`config.mk`:
```
export PLATFORM = sky130hd
export DESIGN_NAME = bme_frame_assembler
export DESIGN_NICKNAME = d
export VERILOG_FILES = /design/src/rtl/bme_pkg.sv /design/src/rtl/avg4_filter.sv /design/src/rtl/bme_frame_assembler.sv
export SDC_FILE = /design/constraint.sdc
export NUM_CORES = 1
export LEC_CHECK = 0
export BUFFER_PORTS_ARGS = -buffer_cell sky130_fd_sc_hd__buf_4
export CAP_MARGIN = 5
export CORE_MARGIN = 10
export CORE_UTILIZATION = 44
export CTS_CLUSTER_SIZE = 28
export DETAILED_ROUTE_END_ITERATION = 6
export SETUP_SLACK_MARGIN = 0.5
export SLEW_MARGIN = 0
export SYNTH_ARGS = -nofsm -noshare
export SYNTH_HDL_FRONTEND = slang
export SYNTH_HIERARCHICAL = 1
export SYNTH_SLANG_ARGS = --single-unit
```
`constraint.sdc`:
```
create_clock -name clk -period 4.2 [get_ports clk]
set_clock_uncertainty 0.2 [all_clocks]
set_input_delay 0.42 -clock clk [delete_from_list [all_inputs] [get_ports clk]]
set_output_delay 0.42 -clock clk [all_outputs]
set_load 0.005 [all_outputs]
```
`src/rtl/bme_pkg.sv`:
```
// Shared constants and types for the BME sensor frame assembler.
// Byte indices follow the burst-read order of registers 0xF7..0xFC.
package bme_pkg;

    localparam int RAW_W     = 20;
    localparam int SUM_W     = RAW_W + 2;
    localparam int AVG_DEPTH = 4;
    localparam int FRAME_LEN = 6;

    localparam logic [2:0] IDX_P_MSB  = 3'd0;
    localparam logic [2:0] IDX_P_LSB  = 3'd1;
    localparam logic [2:0] IDX_P_XLSB = 3'd2;
    localparam logic [2:0] IDX_T_MSB  = 3'd3;
    localparam logic [2:0] IDX_T_LSB  = 3'd4;
    localparam logic [2:0] IDX_T_XLSB = 3'd5;

    localparam logic [2:0] ST_IDLE    = 3'd0;
    localparam logic [2:0] ST_COLLECT = 3'd1;
    localparam logic [2:0] ST_PUBLISH = 3'd2;

    typedef enum logic [2:0] {
        IDLE    = ST_IDLE,
        COLLECT = ST_COLLECT,
        PUBLISH = ST_PUBLISH
    } state_t;

    // Only the upper nibble of an XLSB register carries data.
    function automatic logic [RAW_W-1:0] pack_raw(input logic [7:0] msb,
                                                  input logic [7:0] lsb,
                                                  input logic [3:0] xlsb_hi);
        return {msb, lsb, xlsb_hi};
    endfunction

endpackage

```
`src/rtl/avg4_filter.sv`:
```
// Four-sample moving average of the raw temperature word.
// Keeps a running sum so each update is one add and one subtract.
module avg4_filter
    import bme_pkg::*;
(
    input  logic             clk,
    input  logic             reset,
    input  logic [RAW_W-1:0] sample,
    input  logic             sample_valid,
    output logic [RAW_W-1:0] avg_temp,
    output logic             avg_valid
);

    logic [RAW_W-1:0] hist [AVG_DEPTH];
    logic [SUM_W-1:0] sum;
    logic [SUM_W-1:0] sum_next;
    logic [2:0]       fill;

    // Sum after the oldest sample is replaced by the incoming one.
    always_comb begin
        sum_next = sum + SUM_W'(sample) - SUM_W'(hist[AVG_DEPTH-1]);
    end

    // Shift history, update sum, and publish once the window is full.
    always_ff @(posedge clk or negedge reset) begin
        if (!reset) begin
            for (int i = 0; i < AVG_DEPTH; i++) begin
                hist[i] <= '0;
            end
            sum       <= '0;
            fill      <= '0;
            avg_temp  <= '0;
            avg_valid <= 1'b0;
        end else begin
            avg_valid <= 1'b0;
            if (sample_valid) begin
                hist[0] <= sample;
                for (int i = 1; i < AVG_DEPTH; i++) begin
                    hist[i] <= hist[i-1];
                end
                sum <= sum_next;
                if (fill != 3'(AVG_DEPTH)) begin
                    fill <= fill + 3'd1;
                end
                // This sample completes (or slides) a full window.
                if (fill >= 3'(AVG_DEPTH - 1)) begin
                    avg_valid <= 1'b1;
                    avg_temp  <= sum_next[SUM_W-1:2];
                end
            end
        end
    end

endmodule

```
`src/rtl/bme_frame_assembler.sv`:
```
// Reassembles 20-bit pressure/temperature words from the SPI burst byte
// stream, averages temperature and raises a hysteresis over-temp alarm.
//
// state   | meaning
// --------+-----------------------------------------------------------
// IDLE    | waiting for frame_start; stray bytes ignored
// COLLECT | storing bytes 0..5, inter-byte watchdog running
// PUBLISH | one cycle: raw words valid, frame_valid high
module bme_frame_assembler
    import bme_pkg::*;
#(
    parameter int               TIMEOUT    = 1000,
    parameter logic [RAW_W-1:0] TEMP_LIMIT = 20'h80000,
    parameter logic [RAW_W-1:0] TEMP_HYST  = 20'h00400
) (
    input  logic             clk,
    input  logic             reset,
    input  logic [7:0]       byte_in,
    input  logic             byte_valid,
    input  logic             frame_start,
    output logic [RAW_W-1:0] press_raw,
    output logic [RAW_W-1:0] temp_raw,
    output logic             frame_valid,
    output logic [RAW_W-1:0] avg_temp,
    output logic             avg_valid,
    output logic             temp_alarm,
    output logic             frame_err
);

    localparam int               WD_W       = $clog2(TIMEOUT + 1);
    localparam logic [WD_W-1:0]  WD_LAST    = WD_W'(TIMEOUT - 1);
    localparam logic [RAW_W-1:0] TEMP_CLEAR = TEMP_LIMIT - TEMP_HYST;

    state_t          state;
    logic [2:0]      idx;
    logic [7:0]      byte_buf [FRAME_LEN-1];
    logic [WD_W-1:0] wd_cnt;

    // Frame collection FSM with watchdog; outputs are registered so the
    // raw words and frame_valid appear together in the PUBLISH cycle.
    always_ff @(posedge clk or negedge reset) begin
        if (!reset) begin
            state       <= IDLE;
            idx         <= '0;
            wd_cnt      <= '0;
            press_raw   <= '0;
            temp_raw    <= '0;
            frame_valid <= 1'b0;
            frame_err   <= 1'b0;
            for (int i = 0; i < FRAME_LEN - 1; i++) begin
                byte_buf[i] <= '0;
            end
        end else begin
            frame_valid <= 1'b0;
            frame_err   <= 1'b0;
            if (frame_start) begin
                // A restart over a partial frame throws that frame away.
                if (state == COLLECT && idx != IDX_P_MSB) begin
                    frame_err <= 1'b1;
                end
                if (byte_valid) begin
                    byte_buf[IDX_P_MSB] <= byte_in;
                    idx                 <= IDX_P_LSB;
                end else begin
                    idx <= IDX_P_MSB;
                end
                wd_cnt <= '0;
                state  <= COLLECT;
            end else begin
                case (state)
                    IDLE: begin
                        idx    <= IDX_P_MSB;
                        wd_cnt <= '0;
                    end
                    COLLECT: begin
                        if (byte_valid) begin
                            wd_cnt <= '0;
                            if (idx == IDX_T_XLSB) begin
                                press_raw <= pack_raw(byte_buf[IDX_P_MSB],
                                                      byte_buf[IDX_P_LSB],
                                                      byte_buf[IDX_P_XLSB][7:4]);
                                temp_raw  <= pack_raw(byte_buf[IDX_T_MSB],
                                                      byte_buf[IDX_T_LSB],
                                                      byte_in[7:4]);
                                frame_valid <= 1'b1;
                                idx         <= IDX_P_MSB;
                                state       <= PUBLISH;
                            end else begin
                                byte_buf[idx] <= byte_in;
                                idx           <= idx + 3'd1;
                            end
                        end else if (wd_cnt == WD_LAST) begin
                            frame_err <= 1'b1;
                            idx       <= IDX_P_MSB;
                            wd_cnt    <= '0;
                            state     <= IDLE;
                        end else begin
                            wd_cnt <= wd_cnt + 1'b1;
                        end
                    end
                    PUBLISH: begin
                        // No room for a byte while the words are published.
                        if (byte_valid) begin
                            frame_err <= 1'b1;
                        end
                        state <= IDLE;
                    end
                    default: begin
                        idx   <= IDX_P_MSB;
                        state <= IDLE;
                    end
                endcase
            end
        end
    end

    avg4_filter u_avg4_filter (
        .clk          (clk),
        .reset        (reset),
        .sample       (temp_raw),
        .sample_valid (frame_valid),
        .avg_temp     (avg_temp),
        .avg_valid    (avg_valid)
    );

    // Hysteresis alarm, re-evaluated only when a fresh average arrives.
    always_ff @(posedge clk or negedge reset) begin
        if (!reset) begin
            temp_alarm <= 1'b0;
        end else if (avg_valid) begin
            if (avg_temp > TEMP_LIMIT) begin
                temp_alarm <= 1'b1;
            end else if (avg_temp < TEMP_CLEAR) begin
                temp_alarm <= 1'b0;
            end
        end
    end

endmodule

```
== After elaboration in Yosys (flattened, before gate mapping) ==
Index checks and enable logic that the tools add are counted.
Word-level totals
  logic and storage cells: 97
  register bits after elaboration: 225
Cells by class
  magnitude comparators: 5
  reductions and logical operators: 15
  bitwise operators: 3
  $add $sub $neg: 5
  muxes and demuxes: 36
  equality and inequality tests: 12
Operator list (number)
  $mux 40: 3
  $bwmux 40: 1
  $mux 10: 3
  $demux 8 s3: 1
  $mux 8: 3
  $add 22x20->22: 1
  $sub 22x20->22: 1
  $mux 3: 7
  $gt 20x20->1 const B: 1
  $lt 20x19->1 const B: 1
  $pmux 10 s2: 1
  $mux 1: 14
  $pmux 3 s2: 2
  $reduce_and 4->1: 3
  $add 10x1->10 const B: 1
  $eq 10x10->1 const B: 1
  $ne 2x2->1 const B: 5
  $ne 4x3->1 const B: 2
  $reduce_and 2->1: 4
  $add 3x1->3 const B: 2
  $reduce_bool 3->1: 2
  $ge 4x4->1 const B: 1
  $lt 4x1->1 const B: 1
  $not 3->4: 1
  other kinds (11): 14

== Logic depth before layout (Yosys ltp) ==
  word-level depth: 10
  mapped depth: 13
  gate-level depth less buffers: 13

== Modules after synthesis ==
Netlist, hierarchy kept.
By module, submodules not included
  avg4_filter: cells each 563, area each 6586.3 µm², times used 1
  bme_frame_assembler: cells each 281, area each 4028.9 µm², times used 1

== Worst setup path before layout ==
OpenSTA, ideal clock, no wires.
  kind: reg2reg
  start: register temp_raw[1]
  end: register u_avg4_filter.avg_temp[17]
  arrival time: 2.722 ns
  required time: 3.869 ns
  path slack: 1.147 ns
  buffers on the path: 0
  stages on the path, launching flop included: 12
  library setup time: 0.131 ns
  path through: dfrtp_1 -> inv_1 -> fa_1 -> inv_1 -> ha_1 -> a211oi_2 -> o21ai_2 -> a2111oi_4 -> o21ai_4 -> a211oi_2 -> or4_1 -> nand3_1
Between the ends
  longest elaborated chain between the ends: 2
RTL lines
  start: declaration: RTL line bme_frame_assembler.sv:22  | output logic [RAW_W-1:0] temp_raw,
  start signal: assignment: RTL line bme_frame_assembler.sv:82  | temp_raw <= pack_raw(byte_buf[IDX_T_MSB],
  $add 22x20->22: RTL line avg4_filter.sv:21  | sum_next = sum + SUM_W'(sample) - SUM_W'(hist[AVG_DEPTH-1]);
  $sub 22x20->22: RTL line avg4_filter.sv:21
  end signal: assignment: RTL line avg4_filter.sv:48  | avg_temp <= sum_next[SUM_W-1:2];
  end: declaration: RTL line avg4_filter.sv:10  | output logic [RAW_W-1:0] avg_temp,
Every way passes these cells.
A chain may end at the register's enable or synchronous reset.

== Worst setup path after layout ==
  start: register temp_raw[1]
  end: register u_avg4_filter.sum[19]
Between the ends
  longest elaborated chain between the ends: 2
RTL lines
  $add 22x20->22: RTL line avg4_filter.sv:21
  $sub 22x20->22: RTL line avg4_filter.sv:21
  end signal: assignment: RTL line avg4_filter.sv:41  | sum <= sum_next;
  end: declaration: RTL line avg4_filter.sv:15  | logic [SUM_W-1:0] sum;
Every way passes these cells.

==> reports/qor.csv <==
metric,value,unit
outcome,"complete, no violations",
first-pass GRT wire length,36400,um
CP peak stage delay,0.58,ns
DR vias,6514,
largest net degree at the start of global routing,123,
CTS Buffer Depth,3,
core box area,0.0236,mm2
Post-Syn Area,0.0106,mm2
DRC errors left,0,
via count of the first global-routing pass,6820,
Num CTS Buffers,25,
GP Congestion,0.830,
power per cell area,388,mW/mm2
"non-filler cells, final",1271,
detailed placement HPWL,15200,um
max cap viols,0,
"Hold Violations, Final",0,
Worst-path clk slew,0.06,ns
Critical Path Start Type,flip-flop,
Mapped Nets,905,
floorplan row count,56,
Synth Area in Simple Gates,6.66,%
I/O pins,76,
"critical path, cell by cell",inv_1 > fa_1 > inv_1 > ha_1 > a211oi_2 > o21ai_2 > a2111oi_4 > o21ai_4 > a211oi_2 > o2111ai_1 > nand3_1,
clk_lat worst skew,0.52,ns
main combinational cell family by area after synthesis,multiplexers,
CTS root buf,clkbuf_16,
post-synthesis compound-gate area fraction,8.11,%
Starting Density,45.0,%
clock share of power,44.9,%
TNS Setup,0,ns
RSZ-0062 raised after global routing,no,
DR vias/cell,5.13,
Post-Synth Adder-Cell Area,7.19,%
drt first pass iters,4,
part of the power in registers,47.3,%
nature of the critical path endpoint,flip-flop,
diode count,0,
multi-input logic area,0.00460,mm2
placed cells,1220,
"Req. time, crit path",4.45,ns
post-synthesis mux area share,19.9,%
Max Slew Vio Count,0,
share of cells above drive strength 1,34.3,%
detailed router's first-iteration violation count,320,
H-tree depth,1,
Comb pwr share,7.8,%
CP max FO,5,
drt total wl,21600,um
Synth Area in XOR/XNOR,1.45,%
"Area growth, synth to finish",17.0,%
fin crit share,79.8,%
initial antenna violation count,0,
Port Buffers,75,
dominant register cell in the synthesized netlist,dfrtp_1,
GRT Max-Usage Layer,met2,
post-synthesis register bit count,220,
Hold Path Class,in2reg,
register area,0.00551,mm2
Worst Tran Pin Value,0.933,ns
Total Routing Usage GR,14.2,%
Syn Area/Cell,12.6,um2
Pint,3.73,mW
"commonest non-fill, non-tap cell in the layout",dfrtp_1,
Max-slew headroom,37.8,%
die width,175,um
sw frac,22.6,%
met3 Use GR,3.32,%
grt ovf,0,
remaining antenna violation count,0,
GRT met1 Usage,19.8,%
Post-synth EDFFs,0,
"commonest non-fill, non-tap cells in the layout","dfrtp_1, mux2_2, inv_1, buf_4, nand2_1",
Worst VDD drop,360,uV
"Async S/R FF share, synth",100,%
post-CTS setup buffer count,0,
met2 usage,22.0,%
Wirelength per Cell,17.0,um
register area share after synthesis,51.9,%
Mapped Cells,844,
CP max-delay cell,fa_1,
CTS tree,built,
Max Fclk,298,MHz
switching power,1.09,mW
P_leak,6.23,nW
Die H,175,um
CP arrival,3.61,ns
Ys Warns,6,
clk sinks,220,
final setup vio count,0,
fin nets,996,
Synth cell types,79,
critical path class,reg2reg,
crit path time final,3.35,ns
DIE AREA,0.0307,mm2
Fill cells,2046,
## per-stage QoR
step	power (mW)	hold WS, ns	setup slack (ns)	utilization (%)	instance area, um2
floorplan	2.55	-0.0756	1.15	-	10600
global placement	2.69	0.262	0.927	48.8	11500
detailed placement	2.69	0.281	0.865	48.8	11500
CTS	4.90	0.0127	0.841	52.6	12400
global route	5.03	0.0217	0.595	52.6	12400
finish	4.82	0.0264	0.849	52.6	12400
## power groups by stage
| stage | Clock, mW | Combinational (mW) | Sequential, mW |
|---|---|---|---|
| finish | 2.16 | 0.377 | 2.28 |
| global route | 2.32 | 0.420 | 2.29 |
| CTS | 2.23 | 0.384 | 2.28 |
| detailed placement | 0 | 0.378 | 2.32 |
| global placement | 0 | 0.373 | 2.32 |
| floorplan | 0 | 0.258 | 2.30 |
## worst paths after layout
kind                                             end  cells after the start     startpoint  slack, ns
max                            u_avg4_filter/sum[19]                     11    temp_raw[1]       0.85
min                                     byte_buf[31]                      2     byte_in[7]       0.03
max reg2reg                    u_avg4_filter/sum[19]                     11    temp_raw[1]       0.85
min reg2reg                            press_raw[17]                      1  press_raw[17]       0.29
max in group asynchronous       u_avg4_filter/sum[1]                      3          reset       2.47
min in group asynchronous  u_avg4_filter/avg_temp[1]                      2          reset       0.37
## cell type report
class / count / area share (%)
Clock buffer: 34 / 5.79
Timing Repair Buffer: 92 / 5.86
Sequential cell: 220 / 44.3
Inverter: 95 / 2.87
Multi-Input combinational cell: 501 / 37.0
Clock inverter: 10 / 0.886
Tap cell: 319 / 3.21
## worst max-delay path: cells and delay by family (launching register included)
| kind | cells | cell delay (ns) |
|---|---|---|
| buf+inv | 2 | 0.14 |
| flops | 1 | 0.39 |
| compound gates | 6 | 1.56 |
| simple gates | 1 | 0.11 |
| fa+ha+maj | 2 | 0.90 |
## synthesized netlist by cell type, types with 4 or more instances
master,instances,area [um2]
buf_6,5,56.3
nor2_1,21,78.8
nand3b_1,5,37.5
inv_1,94,353
a21o_1,8,60.1
a22o_1,4,35.0
a21oi_1,26,130
mux2i_1,6,60.1
nand2_1,41,154
xnor2_1,11,96.3
nor2b_1,6,37.5
nand3_1,11,55.1
clkbuf_1,18,67.6
fa_1,20,400
nor4_1,6,37.5
xor2_1,4,35.0
or2_2,4,25.0
o21ai_0,28,140
o21a_1,4,30.0
mux2_1,4,45.0
mux2_4,8,120
nand2b_1,6,37.5
o21ai_1,5,25.0
nor3_1,7,35.0
ha_1,29,363
dfrtp_1,220,5510
mux2_2,168,1890
## repair_timing
item	4_1_cts	5_1_grt
hold buffers	7	0
endpoints found under the hold margin	127	0
resized for setup	0	0
## registers in the layout, summed over array words and instances (netlist names)
register / flops
wd_cnt: 10
press_raw: 20
temp_raw: 20
u_avg4_filter/avg_valid: 1
u_avg4_filter/avg_temp: 20
frame_err: 1
state: 2
temp_alarm: 1
u_avg4_filter/fill: 3
frame_valid: 1
u_avg4_filter/hist: 80
u_avg4_filter/sum: 22
byte_buf: 36
idx: 3
## metal layers
metal	part of all wire [%]	up-vias
met3	5.7	28
met4	1.6	0
met5	0	-
met1	48	3245
li1	-	3111
met2	45	130
## kinds of logic after synthesis
kind of cell	Yosys count
simple gates	129
fa+ha+maj	49
mux	186
flops	220
compound gates	121
buf+inv	123
xor+xnor	16
Note: power is estimated with default switching activity, not from simulation.
